## src/rtl/vga_pkg.sv

```systemverilog
// Shared VGA timing constants, colour type and counter helpers for vga_sync_gen.
package vga_pkg;

    localparam int CLK_DIV_DEF   = 4;
    localparam int H_VISIBLE_DEF = 640;
    localparam int H_FP_DEF      = 16;
    localparam int H_SYNC_DEF    = 96;
    localparam int H_BP_DEF      = 48;
    localparam int V_VISIBLE_DEF = 480;
    localparam int V_FP_DEF      = 10;
    localparam int V_SYNC_DEF    = 2;
    localparam int V_BP_DEF      = 33;

    localparam int H_TOTAL = H_VISIBLE_DEF + H_FP_DEF + H_SYNC_DEF + H_BP_DEF;
    localparam int V_TOTAL = V_VISIBLE_DEF + V_FP_DEF + V_SYNC_DEF + V_BP_DEF;

    localparam int CNT_W   = 10;
    localparam int RED_W   = 3;
    localparam int GREEN_W = 3;
    localparam int BLUE_W  = 2;
    localparam int RGB_W   = RED_W + GREEN_W + BLUE_W;

    typedef struct packed {
        logic [RED_W-1:0]   r;
        logic [GREEN_W-1:0] g;
        logic [BLUE_W-1:0]  b;
    } rgb_t;

    function automatic logic in_range(input logic [CNT_W-1:0] v,
                                      input logic [CNT_W-1:0] lo,
                                      input logic [CNT_W-1:0] hi);
        return (v >= lo) && (v <= hi);
    endfunction

endpackage

```

## src/rtl/vga_test_pattern.sv

```systemverilog
// Eight vertical colour bars across the visible width; bar index bits select R, G and B.
module vga_test_pattern
    import vga_pkg::*;
#(
    parameter int H_VISIBLE = H_VISIBLE_DEF
) (
    input  logic [CNT_W-1:0] pixel_x,
    output logic [RGB_W-1:0] rgb
);

    localparam int BAR_W = H_VISIBLE / 8;

    logic [2:0] w_bar;
    rgb_t       w_colour;

    assign w_bar = 3'((pixel_x / CNT_W'(BAR_W)) % CNT_W'(8));

    always_comb begin
        w_colour.r = {RED_W{w_bar[2]}};
        w_colour.g = {GREEN_W{w_bar[1]}};
        w_colour.b = {BLUE_W{w_bar[0]}};
    end

    assign rgb = w_colour;

endmodule

```

## src/rtl/vga_sync_gen.sv

```systemverilog
// VGA timing generator: pixel divider, h/v counters and registered sync/colour decode.
// Define VGA_TEST_PATTERN_EN to replace rgb_in with the built-in colour-bar pattern.
module vga_sync_gen
    import vga_pkg::*;
#(
    parameter int CLK_DIV   = CLK_DIV_DEF,
    parameter int H_VISIBLE = H_VISIBLE_DEF,
    parameter int H_FP      = H_FP_DEF,
    parameter int H_SYNC    = H_SYNC_DEF,
    parameter int H_BP      = H_BP_DEF,
    parameter int V_VISIBLE = V_VISIBLE_DEF,
    parameter int V_FP      = V_FP_DEF,
    parameter int V_SYNC    = V_SYNC_DEF,
    parameter int V_BP      = V_BP_DEF
) (
    input  logic             clk,
    input  logic             reset,
    input  logic [RGB_W-1:0] rgb_in,
    output logic             pixel_tick,
    output logic [CNT_W-1:0] pixel_x,
    output logic [CNT_W-1:0] pixel_y,
    output logic             video_on,
    output logic             frame_start,
    output logic             Hsync,
    output logic             Vsync,
    output logic [2:0]       vgaRed,
    output logic [2:0]       vgaGreen,
    output logic [1:0]       vgaBlue
);

    localparam int H_TOT = H_VISIBLE + H_FP + H_SYNC + H_BP;
    localparam int V_TOT = V_VISIBLE + V_FP + V_SYNC + V_BP;
    localparam int DIV_W = (CLK_DIV > 1) ? $clog2(CLK_DIV) : 1;

    localparam logic [DIV_W-1:0] DIV_LAST = DIV_W'(CLK_DIV - 1);
    localparam logic [CNT_W-1:0] H_LAST   = CNT_W'(H_TOT - 1);
    localparam logic [CNT_W-1:0] V_LAST   = CNT_W'(V_TOT - 1);
    localparam logic [CNT_W-1:0] H_VIS    = CNT_W'(H_VISIBLE);
    localparam logic [CNT_W-1:0] V_VIS    = CNT_W'(V_VISIBLE);
    localparam logic [CNT_W-1:0] HS_FIRST = CNT_W'(H_VISIBLE + H_FP);
    localparam logic [CNT_W-1:0] HS_LAST  = CNT_W'(H_VISIBLE + H_FP + H_SYNC - 1);
    localparam logic [CNT_W-1:0] VS_FIRST = CNT_W'(V_VISIBLE + V_FP);
    localparam logic [CNT_W-1:0] VS_LAST  = CNT_W'(V_VISIBLE + V_FP + V_SYNC - 1);

    logic [DIV_W-1:0] r_div;
    logic             r_run;
    logic [CNT_W-1:0] r_h;
    logic [CNT_W-1:0] r_v;
    logic             r_tick;
    logic             r_frame;
    logic             r_video;
    logic             r_hs;
    logic             r_vs;
    rgb_t             r_rgb;

    logic [DIV_W-1:0] w_div_next;
    logic [CNT_W-1:0] w_h_next;
    logic [CNT_W-1:0] w_v_next;
    logic             w_tick_next;
    logic             w_frame_next;
    logic             w_video_next;
    logic [RGB_W-1:0] w_src;
    rgb_t             w_rgb_next;

`ifdef VGA_TEST_PATTERN_EN
    logic [RGB_W-1:0] w_pattern;

    vga_test_pattern #(
        .H_VISIBLE (H_VISIBLE)
    ) u_pattern (
        .pixel_x (w_h_next),
        .rgb     (w_pattern)
    );

    assign w_src = w_pattern;
`else
    assign w_src = rgb_in;
`endif

    // Every output flop is loaded from the next-state counts so decodes line up with pixel_x/pixel_y.
    // The divider holds at 0 for the first clock after reset so the first tick lands CLK_DIV clocks later.
    always_comb begin
        w_div_next = r_div;
        w_h_next   = r_h;
        w_v_next   = r_v;
        if (r_run) begin
            w_div_next = (r_div == DIV_LAST) ? '0 : r_div + DIV_W'(1);
        end
        if (r_tick) begin
            if (r_h == H_LAST) begin
                w_h_next = '0;
                w_v_next = (r_v == V_LAST) ? '0 : r_v + CNT_W'(1);
            end else begin
                w_h_next = r_h + CNT_W'(1);
            end
        end
        w_tick_next  = (w_div_next == DIV_LAST);
        w_frame_next = w_tick_next && (w_h_next == H_LAST) && (w_v_next == V_LAST);
        w_video_next = (w_h_next < H_VIS) && (w_v_next < V_VIS);
        w_rgb_next   = w_video_next ? rgb_t'(w_src) : rgb_t'('0);
    end

    always_ff @(posedge clk) begin
        if (reset) begin
            r_div   <= '0;
            r_run   <= 1'b0;
            r_h     <= '0;
            r_v     <= '0;
            r_tick  <= 1'b0;
            r_frame <= 1'b0;
            r_video <= 1'b0;
            r_hs    <= 1'b1;
            r_vs    <= 1'b1;
            r_rgb   <= '0;
        end else begin
            r_div   <= w_div_next;
            r_run   <= 1'b1;
            r_h     <= w_h_next;
            r_v     <= w_v_next;
            r_tick  <= w_tick_next;
            r_frame <= w_frame_next;
            r_video <= w_video_next;
            r_hs    <= !in_range(w_h_next, HS_FIRST, HS_LAST);
            r_vs    <= !in_range(w_v_next, VS_FIRST, VS_LAST);
            r_rgb   <= w_rgb_next;
        end
    end

    assign pixel_tick  = r_tick;
    assign pixel_x     = r_h;
    assign pixel_y     = r_v;
    assign video_on    = r_video;
    assign frame_start = r_frame;
    assign Hsync       = r_hs;
    assign Vsync       = r_vs;
    assign vgaRed      = r_rgb.r;
    assign vgaGreen    = r_rgb.g;
    assign vgaBlue     = r_rgb.b;

endmodule

```

## config.mk

```make
export PLATFORM = sky130hd
export DESIGN_NAME = vga_sync_gen
export DESIGN_NICKNAME = d
export VERILOG_FILES = /design/src/rtl/vga_pkg.sv /design/src/rtl/vga_test_pattern.sv /design/src/rtl/vga_sync_gen.sv
export SDC_FILE = /design/constraint.sdc
export NUM_CORES = 1
export LEC_CHECK = 0
export CORE_MARGIN = 2
export CORE_UTILIZATION = 48
export DETAILED_ROUTE_END_ITERATION = 7
export GPL_ROUTABILITY_DRIVEN = 0
export GPL_TIMING_DRIVEN = 1
export PLACE_DENSITY_LB_ADDON = 0.2
export SYNTH_ARGS = -nofsm -noshare
export SYNTH_HDL_FRONTEND = slang
export SYNTH_SLANG_ARGS = --single-unit
```

## constraint.sdc

```tcl
create_clock -name clk -period 3.3 [get_ports clk]
set_input_delay 0.66 -clock clk [delete_from_list [all_inputs] [get_ports clk]]
set_output_delay 0.66 -clock clk [all_outputs]
set_load 0.01 [all_outputs]
```

# After elaboration in Yosys (flattened, before gate mapping)
# Index checks and enable logic that the tools add are counted.
[totals]
reg_bits = 36
latch_bits = 0
ramBits = 0
rom_bits = 0
in_bits = 10
out_inout_bits = 33
word_cells = 44
n_memories = 0
[op_classes]
addsub = 3
multipliers = 0
div_mod_pow = 0
n_lt_le_gt_ge = 6
n_eq_ne = 6
shift = 0
muxes = 8
n_bitwise = 1
n_reduce_logical = 8
[op_table]
columns = ["operator", "n"]
rows = [
  ["10-bit two-way mux", 5],
  ["10-bit == test (second input constant)", 4],
  ["10-bit by 1-bit adder with 10-bit output (second input constant)", 2],
  ["10-bit greater-or-equal comparator (second input constant)", 1],
  ["10-bit by 9-bit greater-or-equal comparator with 1-bit output (second input constant)", 1],
  ["10-bit <= comparator (second input constant)", 1],
  ["10-bit by 9-bit <= comparator with 1-bit output (second input constant)", 1],
  ["10-bit less-than comparator (second input constant)", 1],
  ["10-bit by 9-bit less-than comparator with 1-bit output (second input constant)", 1],
  ["1-bit logical AND", 5],
  ["2-bit == test (second input constant)", 2],
  ["2-bit two-way mux", 2],
  ["2-bit by 1-bit adder with 2-bit output (second input constant)", 1],
  ["1-bit logical NOT", 2],
  ["2-bit OR reduction", 1],
  ["1-bit two-way mux", 1],
  ["1-bit inverter", 1],
]

# Depth between registers and ports, before layout
# Gate-level depths: netlist of run 1.
[depth]
depth_word = 8
ltp_mapped = 9
depth_no_buf = 8

# Least setup slack after synthesis of run 1
# OpenSTA, ideal clock, no wires.
[synth_timing]
path_kind = "register to register"
start = "reg r_h[0], in the netlist pixel_x[0]"
end = "reg r_rgb, in the netlist vgaRed[0]"
setup_ns = 0.087
arrival_time_ns = 2.004
required_time_ns = 3.213
slack_ns = 1.209
stages_incl_launch_ff = 9
path_buffers = 2
period_less_slack_ns = 2.091
path_cell_list = "dfxtp_1 > ha_1 > and4_4 > buf_6 > and4_4 > nor2_1 > o311a_1 > buf_6 > nor4b_4"
[synth_between]
elab_chain_cells = 7
elab_cells_between_ends = 11
classes_between = "add/sub (1); order compare (2); eq/ne (1); mux (4); bitwise (1); reduce/logical (2)"
[synth_rtl]
columns = ["element", "line", "rtl"]
rows = [
  ["from (decl)", "vga_sync_gen.sv:47", "logic [CNT_W-1:0] r_h;"],
  ["from (signal assigned)", "vga_sync_gen.sv:118", "r_h <= w_h_next;"],
  ["10-bit by 1-bit adder with 10-bit output or 10-bit == test (tied branches)", "vga_sync_gen.sv:94, vga_sync_gen.sv:90", ""],
  ["10-bit two-way mux", "vga_sync_gen.sv:90", "if (r_h == H_LAST) begin"],
  ["10-bit two-way mux", "vga_sync_gen.sv:89", "if (r_tick) begin"],
  ["10-bit less-than comparator or 10-bit by 9-bit less-than comparator with 1-bit output (tied branches)", "vga_sync_gen.sv:99", "w_video_next = (w_h_next < H_VIS) && (w_v_next < V_VIS);"],
  ["1-bit logical AND (*)", "vga_sync_gen.sv:99", ""],
  ["1-bit inverter (no line) (*)", "n/a", ""],
  ["2-bit OR reduction (no line) (*)", "n/a", ""],
  ["to (signal assigned)", "vga_sync_gen.sv:125", "r_rgb <= w_rgb_next;"],
  ["to (decl)", "vga_sync_gen.sv:54", "rgb_t r_rgb;"],
]
# Every way passes the cells marked *; elsewhere a longest branch is shown, timed or not.
# A chain may end at the register's enable or synchronous reset.

# Final worst setup path of run 1
[layout_timing]
start = "reg r_h[0], in the netlist pixel_x[0]"
end = "reg r_vs, in the netlist Vsync"
[layout_between]
elab_chain_cells = 6
elab_cells_between_ends = 7
classes_between = "order compare (2); eq/ne (1); mux (2); reduce/logical (2)"
[layout_rtl]
columns = ["element", "line", "rtl"]
rows = [
  ["10-bit == test (*)", "vga_sync_gen.sv:90", ""],
  ["10-bit two-way mux (*)", "vga_sync_gen.sv:90", ""],
  ["10-bit two-way mux (*)", "vga_sync_gen.sv:89", ""],
  ["10-bit by 9-bit greater-or-equal comparator with 1-bit output or 10-bit by 9-bit <= comparator with 1-bit output (tied branches)", "vga_pkg.sv:32", "return (v >= lo) && (v <= hi);"],
  ["1-bit logical AND (*)", "vga_pkg.sv:32", ""],
  ["1-bit logical NOT (*)", "vga_sync_gen.sv:124", "r_vs <= !in_range(w_v_next, VS_FIRST, VS_LAST);"],
  ["to (signal assigned)", "vga_sync_gen.sv:124", ""],
  ["to (decl)", "vga_sync_gen.sv:53", "logic r_vs;"],
]
# Marks and branches as above.

==> reports/metrics.yaml, run 1 <==
run_status:
  status: "complete, no violations"
floorplan:
  die_area_sq_um: 4550
  chipHeight_microns: 67.5
  initial_core_util_pct: 49.0
  die_w_microns: 67.5
  fp-row-count: 23
  ios: 43
  core_area_sq_um: 3940
clock_tree:
  cts_max_level: 2
  postCtsSetupBuffers: 0
  cts_buffer_depth: 2
  clock_latency_ns: 0.28
  cts.sinks: 36
  cts-root-buf: "clkbuf_8"
  numCtsBuffers: 5
  holdBufCountCts: 0
  cts-resized-gates: 0
  cts_tree: "built"
  cts.clk_slew.worst_paths_ns: 0.07
timing:
  slew_headroom_pct: 57.0
  fin_crit_sh_pct: 77.6
  tightestPinTransition_ns: 0.645
  rsz0062_at_grt: "no"
  setup_viol: 0
  fin_tns_setup_ns: 0
  finalClockSkew_ns: 0.00924
  timing.final.max_slew_violations: 0
  hold_violations: 0
  whs_ns: 0.528
  min_period_ns: 2.56
  fmax_mhz: 390
setup_path:
  critPathKind: "reg -> reg"
  required_ns: 3.43
  crit_path_end_kind: "flop"
  arrival_ns: 2.70
  crit_fanout: 14
  start_kind: "flop"
placement:
  dpl_cell_area_sq_um: 2350
  dpl.hpwl_microns: 3080
  port_buffers: 42
synthesis:
  syn_inst: 224
  ys_types: 42
  synth-edff-count: 0
  synthTopCellsByArea: "dfxtp_1 (37%), nor4b_2 (5.4%), nor2_1 (4.3%), a21oi_1 (3.9%), nor3_1 (3.9%)"
  ys.flop_type: "dfxtp_1"
  synth_top_area_share_pct: 37.3
  synth_top_area_cell: "dfxtp_1"
  yosysMostFrequentCell: "dfxtp_1"
  synth-seq-area-share_pct: 37.3
  syn-cell-area_sq_um: 1930
  syn_area_per_cell_sq_um: 8.63
  synth_nets: 238
  synth_common_cells: "dfxtp_1 (36), nor2_1 (22), a21oi_1 (15), nor3_1 (15)"
  ys_seq_elements: 36
  async_flop_share_pct: 0
  synth_warnings: 0
global_routing:
  grt_first_pass_wirelength_microns: 7200
  grt_max_degree: 32
  overflow: 0
  grt_pass1_vias: 1562
  antenna_found_initial: 0
  grt_usage_pct: 20.7
power_and_ir_drop:
  p_leak_nw: 0.844
  vdd_drop_max_mv: 0.277
  p_total_uw: 838
  p_per_area_nw_per_um2: 343
flow_run:
  max_cap_violations: 0
cells_and_area:
  area_delta_synth_final_pct: 26.6
  nNetsFinal: 274
  drive_above_1_share_pct: 9.62
  stdcell_area_sq_um: 2450
  num_antenna_cells: 0
routing:
  initialDrtViolationCount: 95
  drc_errors: 0
  drt_wl_total_microns: 4340
  drt_first_pass_iters: 4
  ant_nets: 0
  avgViaCountPerCell: 5.55
  wl_per_cell_microns: 14.0
  vias: 1720
worst_hold_path:
  holdCritPathClass: "reg -> reg"
-- through the flow --
stage	setup WS [ns]	cells	util [%]
6_report	0.738	310	62.1
5_1_grt	0.575	310	62.1
4_1_cts	0.743	310	62.1
3_5_place_dp	0.754	303	59.6
3_3_place_gp	0.850	303	59.6
2_1_floorplan	1.21	224	-
-- sequential cells by signal, summed over array words and instances (netlist names) --
register	cells
pixel_y	10
r_div	2
pixel_tick	1
r_run	1
vgaBlue	2
Hsync	1
vgaGreen	3
vgaRed	3
Vsync	1
pixel_x	10
frame_start	1
video_on	1
-- cells in the final DEF, fill, tap and decap left out, drive strengths merged, types with 4 or more instances in the layout --
| master | count |
|---|---|
| a31oi | 4 |
| or3 | 5 |
| nand2 | 13 |
| nor4b | 8 |
| o21ai | 9 |
| nand4 | 7 |
| and4 | 5 |
| clkdlybuf4s50 | 42 |
| nor3 | 15 |
| and3 | 4 |
| dfxtp | 36 |
| inv | 7 |
| nand3 | 13 |
| ha | 4 |
| xor2 | 7 |
| nor2 | 22 |
| xnor2 | 8 |
| clkbuf | 7 |
| a21oi | 15 |
-- cell type report --
class	count	area (sq um)
tap	50	62.6
timing repair buffer	44	435
multi-input combinational	166	1110
sequential	36	721
clock buffer	7	96.3
inverter	7	26.3
fill	379	1500
-- metal layers --
metal / global-route usage [%] / part of all wire [%] / vias up
met2: 33.1 / 46 / 55
met3: 4.33 / 5.8 / 8
met4: 8.42 / 1.4 / 0
met5: 0 / 0 / -
li1: - / - / 873
met1: 27.0 / 46 / 784
-- path summary, 6_finish.rpt --
path	start	end	slack, ns	cells past startpoint
hold reg to reg	r_div[1]$_SDFF_PP0_	r_div[1]$_SDFF_PP0_	0.53	2
setup reg to reg	pixel_x[0]$_SDFF_PP0_	Vsync$_SDFF_PP1_	0.74	7
setup / recovery	pixel_x[0]$_SDFF_PP0_	Vsync$_SDFF_PP1_	0.74	7
hold / removal	r_div[1]$_SDFF_PP0_	r_div[1]$_SDFF_PP0_	0.53	2
-- kinds of logic after synthesis --
group	count (synthesis)	share of synthesized area (%)
and+or+nand+nor	109	35.3
DFF	36	37.3
AOI/OAI and AO/OA	35	10.9
buffers and inverters	22	5.50
xor gates and xnor gates	15	6.80
adders and majority gates	4	2.59
muxes	3	1.55
-- critical path, stage by stage (launching register included) --
cell and delay, ns:
dfxtp_1 0.43, ha_1 0.26, and4_4 0.33, and4_4 0.35, nand3_1 0.14, nor3b_1 0.22
o311a_1 0.56, nand4_1 0.13
-- where the power goes --
group / leakage [nW] / switching (mW) / internal [mW]
Clock: 0.0503 / 0.147 / 0.186
Sequential: 0.293 / 0.00693 / 0.445
Combinational: 0.500 / 0.0197 / 0.0347
Total: 0.844 / 0.173 / 0.665
Note: power is estimated with default switching activity, not from simulation.
==> run 2, diff against run 1 <==
==> constraint.sdc (replaced) <==
create_clock -name clk -period 2.5 [get_ports clk]
set_input_delay 0.5 -clock clk [delete_from_list [all_inputs] [get_ports clk]]
set_output_delay 0.5 -clock clk [all_outputs]
set_load 0.01 [all_outputs]
==> reports/metrics.yaml, run 2 (same netlist as run 1, synthesis figures left out) <==
run_status:
  status: "complete, no violations"
timing:
  fmax_mhz: 430
  timing.final.max_slew_violations: 0
  setup_viol: 0
  min_period_ns: 2.32
  fin_tns_setup_ns: 0
  whs_ns: 0.546
  tightestPinTransition_ns: 0.428
  rsz0062_at_grt: "no"
  fin_crit_sh_pct: 93.0
  slew_headroom_pct: 71.2
  finalClockSkew_ns: 0.00310
  hold_violations: 0
  finalWorstSetupSlack_ns: 0.176
placement:
  dpl.hpwl_microns: 3230
  dp_cells: 307
  place_ws_ns: 0.101
  port_buffers: 42
setup_path:
  start_kind: "flop"
  required_ns: 2.66
  arrival_ns: 2.48
  critPathKind: "reg -> reg"
  crit_path_end_kind: "flop"
  r2r-start: "pixel_x[1]$_SDFF_PP0_"
  crit_fanout: 11
  startpoint: "pixel_x[1]$_SDFF_PP0_"
routing:
  wl_per_cell_microns: 14.3
  initialDrtViolationCount: 139
  vias: 1756
  ant_nets: 0
  drc_errors: 0
  drt_wl_total_microns: 4490
  avgViaCountPerCell: 5.59
  drt_first_pass_iters: 4
global_routing:
  antenna_found_initial: 0
  use_met2_pct: 33.1
  grt_max_degree: 32
  top_usage_layer: "met2"
  grt_pass1_vias: 1497
  grtUsageMet1_pct: 28.2
  grt_first_pass_wirelength_microns: 7120
  overflow: 0
  grtUsageMet3_pct: 4.00
  grt_usage_pct: 21.0
clock_tree:
  cts_buffer_depth: 2
  cts.sinks: 36
  cts.clk_slew.worst_paths_ns: 0.07
  holdBufCountCts: 0
  cts_tree: "built"
  numCtsBuffers: 5
  cts_max_level: 2
  cts-root-buf: "clkbuf_8"
  clock_latency_ns: 0.28
power_and_ir_drop:
  p_leak_nw: 0.858
  sequentialPowerShare_pct: 56.7
  netSwitchingFraction_pct: 21.8
  vdd_drop_max_mv: 0.316
  p_per_area_nw_per_um2: 426
  intPower_uw: 822
  share_comb_of_total_power_pct: 6.9
  power.switching_uw: 229
  clkPwrFrac_pct: 36.3
floorplan:
  initial_core_util_pct: 49.0
  core_area_sq_um: 3940
  fp-row-count: 23
  die_w_microns: 67.5
  ios: 43
  chipHeight_microns: 67.5
  die_area_sq_um: 4550
cells_and_area:
  multi_input_area_sq_um: 1110
  num_antenna_cells: 0
  final_cell_mix: "clkdlybuf4s50_1 (42), dfxtp_1 (35), nor2_1 (22)"
  seq_area_sq_um: 722
  fillers: 351
  drive_above_1_share_pct: 11.0
  area_delta_synth_final_pct: 27.6
  layout_commonest_cell: "clkdlybuf4s50_1"
  stdcell_count: 314
  postLayoutCoreUtil_pct: 62.6
  nNetsFinal: 278
flow_run:
  max_cap_violations: 0
worst_hold_path:
  holdCritPathClass: "reg -> reg"
  min_from: "r_div[1]$_SDFF_PP0_"
run 2: cell types whose count changed in the layout (fill, tap and decap cells not counted):
cell      change
o21ai_4       +1
buf_4         +4
clkbuf_8      -2
clkinv_2      +1
dfxtp_1       -1
o21ai_2       -1
dfxtp_2       +1
clkbuf_1      +1
run 2: repair_timing:
action | CTS | global route
hold endpoints to repair | 0 | 0
setup endpoints to repair | 0 | 10
gates resized for setup | 0 | 2
buffers inserted | 0 | 0
run 2: cell type report:
cell class | instances | area share [%]
Inverter | 7 | 1.06
Clock buffer | 6 | 2.94
Timing Repair Buffer | 48 | 18.9
Tap cell | 50 | 2.54
Sequential cell | 36 | 29.3
Multi-Input combinational cell | 166 | 45.1
Clock inverter | 1 | 0.203
run 2: final timing paths:
check	to	slack, ns	depth (start not counted)
worst max-delay path	vgaGreen[2]$_SDFF_PP0_	0.18	8
worst min-delay path	pixel_tick$_SDFF_PP0_	0.55	2
worst min register to register	pixel_tick$_SDFF_PP0_	0.55	2
worst max register to register	vgaGreen[2]$_SDFF_PP0_	0.18	8
run 2: critical path: stages (launching register included):
cell and delay (ns):
dfxtp_1 0.37, ha_1 0.24, and4_4 0.33, nand4_1 0.24
or3_1 0.37, a21oi_1 0.15, o311a_1 0.21, buf_4 0.21
nor4b_2 0.07
run 2: power groups by stage:
stage	sequential, mW	combinational, mW	clock [mW]
after global placement	0.608	0.0723	0
after floorplan	0.611	0.0314	0
after CTS	0.596	0.0737	0.396
final	0.596	0.0728	0.382
after detailed placement	0.609	0.0735	0
after global routing	0.598	0.0786	0.421
run 2: metrics by stage:
step                area (sq um)  power (mW)
detailed placement          2380       0.683
finish                      2470        1.05
global placement            2380       0.681
global route                2470        1.10
floorplan                   1930       0.643
CTS                         2460        1.07
run 2: per-layer routing:
| metal | wire, microns | share of wire [%] |
|---|---|---|
| met2 | 2100 | 47 |
| met3 | 230 | 5.1 |
| met1 | 2090 | 46 |
| met5 | 0 | 0 |
| met4 | 75 | 1.7 |
==> run 3, diff against run 2 <==
--- a/config.mk
+++ b/config.mk
@@ -7,10 +7,13 @@
 export LEC_CHECK = 0
 export CORE_MARGIN = 2
 export CORE_UTILIZATION = 48
+export CTS_CLUSTER_SIZE = 12
 export DETAILED_ROUTE_END_ITERATION = 7
 export GPL_ROUTABILITY_DRIVEN = 0
 export GPL_TIMING_DRIVEN = 1
 export PLACE_DENSITY_LB_ADDON = 0.2
+export RECOVER_POWER = 100
 export SYNTH_ARGS = -nofsm -noshare
 export SYNTH_HDL_FRONTEND = slang
+export SYNTH_HIERARCHICAL = 1
 export SYNTH_SLANG_ARGS = --single-unit
==> reports/metrics.yaml, run 3 <==
run_status:
  status: "complete, no violations"
synthesis:
  synth_nets: 238
  async_flop_share_pct: 0
  synth_top_area_cell: "dfxtp_1"
  synth-edff-count: 0
  synthMuxAreaShare_pct: 1.55
  synth_top_area_share_pct: 37.3
  syn_inst: 224
  syn-cell-area_sq_um: 1930
  synth-simple-area-share_pct: 35.3
  synth_warnings: 6
  syn_area_per_cell_sq_um: 8.63
  yosysMostFrequentCell: "dfxtp_1"
  synthXorXnorAreaFrac_pct: 6.80
  ys_types: 42
  synth_fa_ha_area_share_pct: 2.59
  synth_common_cells: "dfxtp_1 (36), nor2_1 (22), a21oi_1 (15), nor3_1 (15)"
  synth_compound_area_share_pct: 10.9
  ys_seq_elements: 36
  ys.flop_type: "dfxtp_1"
  synth_top_family_by_area: "simple AND/OR/NAND/NOR gates"
  synth-seq-area-share_pct: 37.3
  synthTopCellsByArea: "dfxtp_1 (37%), nor4b_2 (5.4%), nor2_1 (4.3%), a21oi_1 (3.9%), nor3_1 (3.9%)"
floorplan:
  die_w_microns: 67.5
  core_area_sq_um: 3940
  fp-row-count: 23
  die_area_sq_um: 4550
  ios: 43
  chipHeight_microns: 67.5
  initial_core_util_pct: 49.0
timing:
  whs_ns: 0.546
  setup_viol: 0
  tightestPinTransition_ns: 0.762
  rsz0062_at_grt: "no"
  slew_headroom_pct: 49.2
  min_period_ns: 2.33
  finalClockSkew_ns: 0.00417
  hold_violations: 0
  fmax_mhz: 429
  fin_crit_sh_pct: 93.2
  fin_tns_setup_ns: 0
  timing.final.max_slew_violations: 0
  finalWorstSetupSlack_ns: 0.171
setup_path:
  crit_slowest_cell: "dfxtp_2"
  start_kind: "flop"
  required_ns: 2.64
  critPathKind: "reg -> reg"
  cp_cell_sequence: "ha_1, and4_4, nand4_1, or3_1, a21oi_1, o311a_1, buf_4, nor4b_1"
  arrival_ns: 2.47
  slowest_delay_ns: 0.37
  crit_fanout: 11
  crit_path_end_kind: "flop"
power_and_ir_drop:
  netSwitchingFraction_pct: 21.9
  share_comb_of_total_power_pct: 6.5
  intPower_uw: 817
  p_total_mw: 1.05
  sequentialPowerShare_pct: 56.9
  clkPwrFrac_pct: 36.6
  p_per_area_nw_per_um2: 426
  power.switching_uw: 230
  p_leak_nw: 0.943
  vdd_drop_max_mv: 0.312
clock_tree:
  cts-root-buf: "clkbuf_8"
  numCtsBuffers: 5
  cts.sinks: 36
  cts_buffer_depth: 2
  cts.clk_slew.worst_paths_ns: 0.07
  cts_tree: "built"
  cts_max_level: 2
  clock_latency_ns: 0.28
routing:
  ant_nets: 0
  wl_per_cell_microns: 14.2
  drc_errors: 0
  avgViaCountPerCell: 5.49
  drt_first_pass_iters: 4
  wl_met1_microns: 2130
  drt_wl_total_microns: 4470
  vias: 1723
  initialDrtViolationCount: 126
  routed.top_layer: "met4"
  route.met2.wl_microns: 2060
  met3_wirelength_microns: 231
cells_and_area:
  stdcell_count: 314
  nNetsFinal: 278
  seq_area_sq_um: 722
  fillers: 352
  stdcell_area_sq_um: 2460
  postLayoutCoreUtil_pct: 62.4
  num_antenna_cells: 0
  layout_commonest_cell: "dfxtp_1"
  drive_above_1_share_pct: 10.2
  multi_input_area_sq_um: 1110
  area_delta_synth_final_pct: 27.2
  final_cell_mix: "dfxtp_1 (35), dlygate4sd3_1 (34), nor2_1 (22)"
placement:
  dp_cells: 307
  dpl_cell_area_sq_um: 2380
  place_ws_ns: 0.101
  dpl.hpwl_microns: 3230
  port_buffers: 42
worst_hold_path:
  holdCritPathClass: "reg -> reg"
global_routing:
  grt_first_pass_wirelength_microns: 7120
  antenna_found_initial: 0
  overflow: 0
  grt_usage_pct: 21.0
  grt_pass1_vias: 1497
  grt_max_degree: 32
flow_run:
  max_cap_violations: 0
run 3: cell types whose count changed in the layout (fill, tap and decap cells not counted), sizes merged:
cell / delta
buf: -1
clkbuf: +1
clkdlybuf4s50: -34
dlygate4sd3: +34
run 3: path summary, 6_finish.rpt:
path	endpoint	slack, ns	depth (start not counted)	start
worst max register to register	vgaGreen[1]$_SDFF_PP0_	0.17	8	pixel_x[0]$_SDFF_PP0_
worst max-delay path	vgaGreen[1]$_SDFF_PP0_	0.17	8	pixel_x[0]$_SDFF_PP0_
worst min register to register	pixel_x[0]$_SDFF_PP0_	0.55	2	pixel_x[0]$_SDFF_PP0_
worst min-delay path	pixel_x[0]$_SDFF_PP0_	0.55	2	pixel_x[0]$_SDFF_PP0_
run 3: what timing repair did:
action / 4_1_cts / 5_1_grt
endpoints found under the setup margin: 0 / 10
endpoints found under the hold margin: 0 / 0
hold buffers: 0 / 0
buffers inserted: 0 / 0
gates resized for setup: 0 / 2
run 3: kinds of logic after synthesis:
kind of cell    Yosys count
simple gates            109
flops                    36
compound gates           35
buf+inv                  22
mux                       3
fa+ha+maj                 4
xor+xnor                 15
run 3: per-layer routing:
layer | GRT usage, % | vias to the layer above
met5 | 0 | -
met4 | 8.42 | 0
met1 | 28.2 | 784
met3 | 4.00 | 6
met2 | 33.1 | 52
li1 | - | 881
run 3: cell type report:
| class | count | area share, % |
|---|---|---|
| Clock buffer | 6 | 2.95 |
| Multi-Input combinational cell | 166 | 45.0 |
| Clock inverter | 1 | 0.204 |
| Inverter | 7 | 1.07 |
| Tap cell | 50 | 2.54 |
| Timing Repair Buffer | 48 | 18.8 |
| Sequential cell | 36 | 29.4 |
run 3: worst max-delay path, delay by kind of cell (launching register included):
family,cells,cell delay (ns)
flip-flops,1,0.37
AO/OA/AOI/OAI,2,0.36
buffers and inverters,1,0.20
adder cells (fa/ha/maj),1,0.23
AND/OR/NAND/NOR,4,1.01
run 3: power by group through the flow:
stage / registers [mW] / logic, mW / clock network, mW
global route: 0.597 / 0.0736 / 0.421
global placement: 0.608 / 0.0723 / 0
detailed placement: 0.609 / 0.0735 / 0
floorplan: 0.611 / 0.0314 / 0
finish: 0.596 / 0.0682 / 0.383
CTS: 0.596 / 0.0737 / 0.396
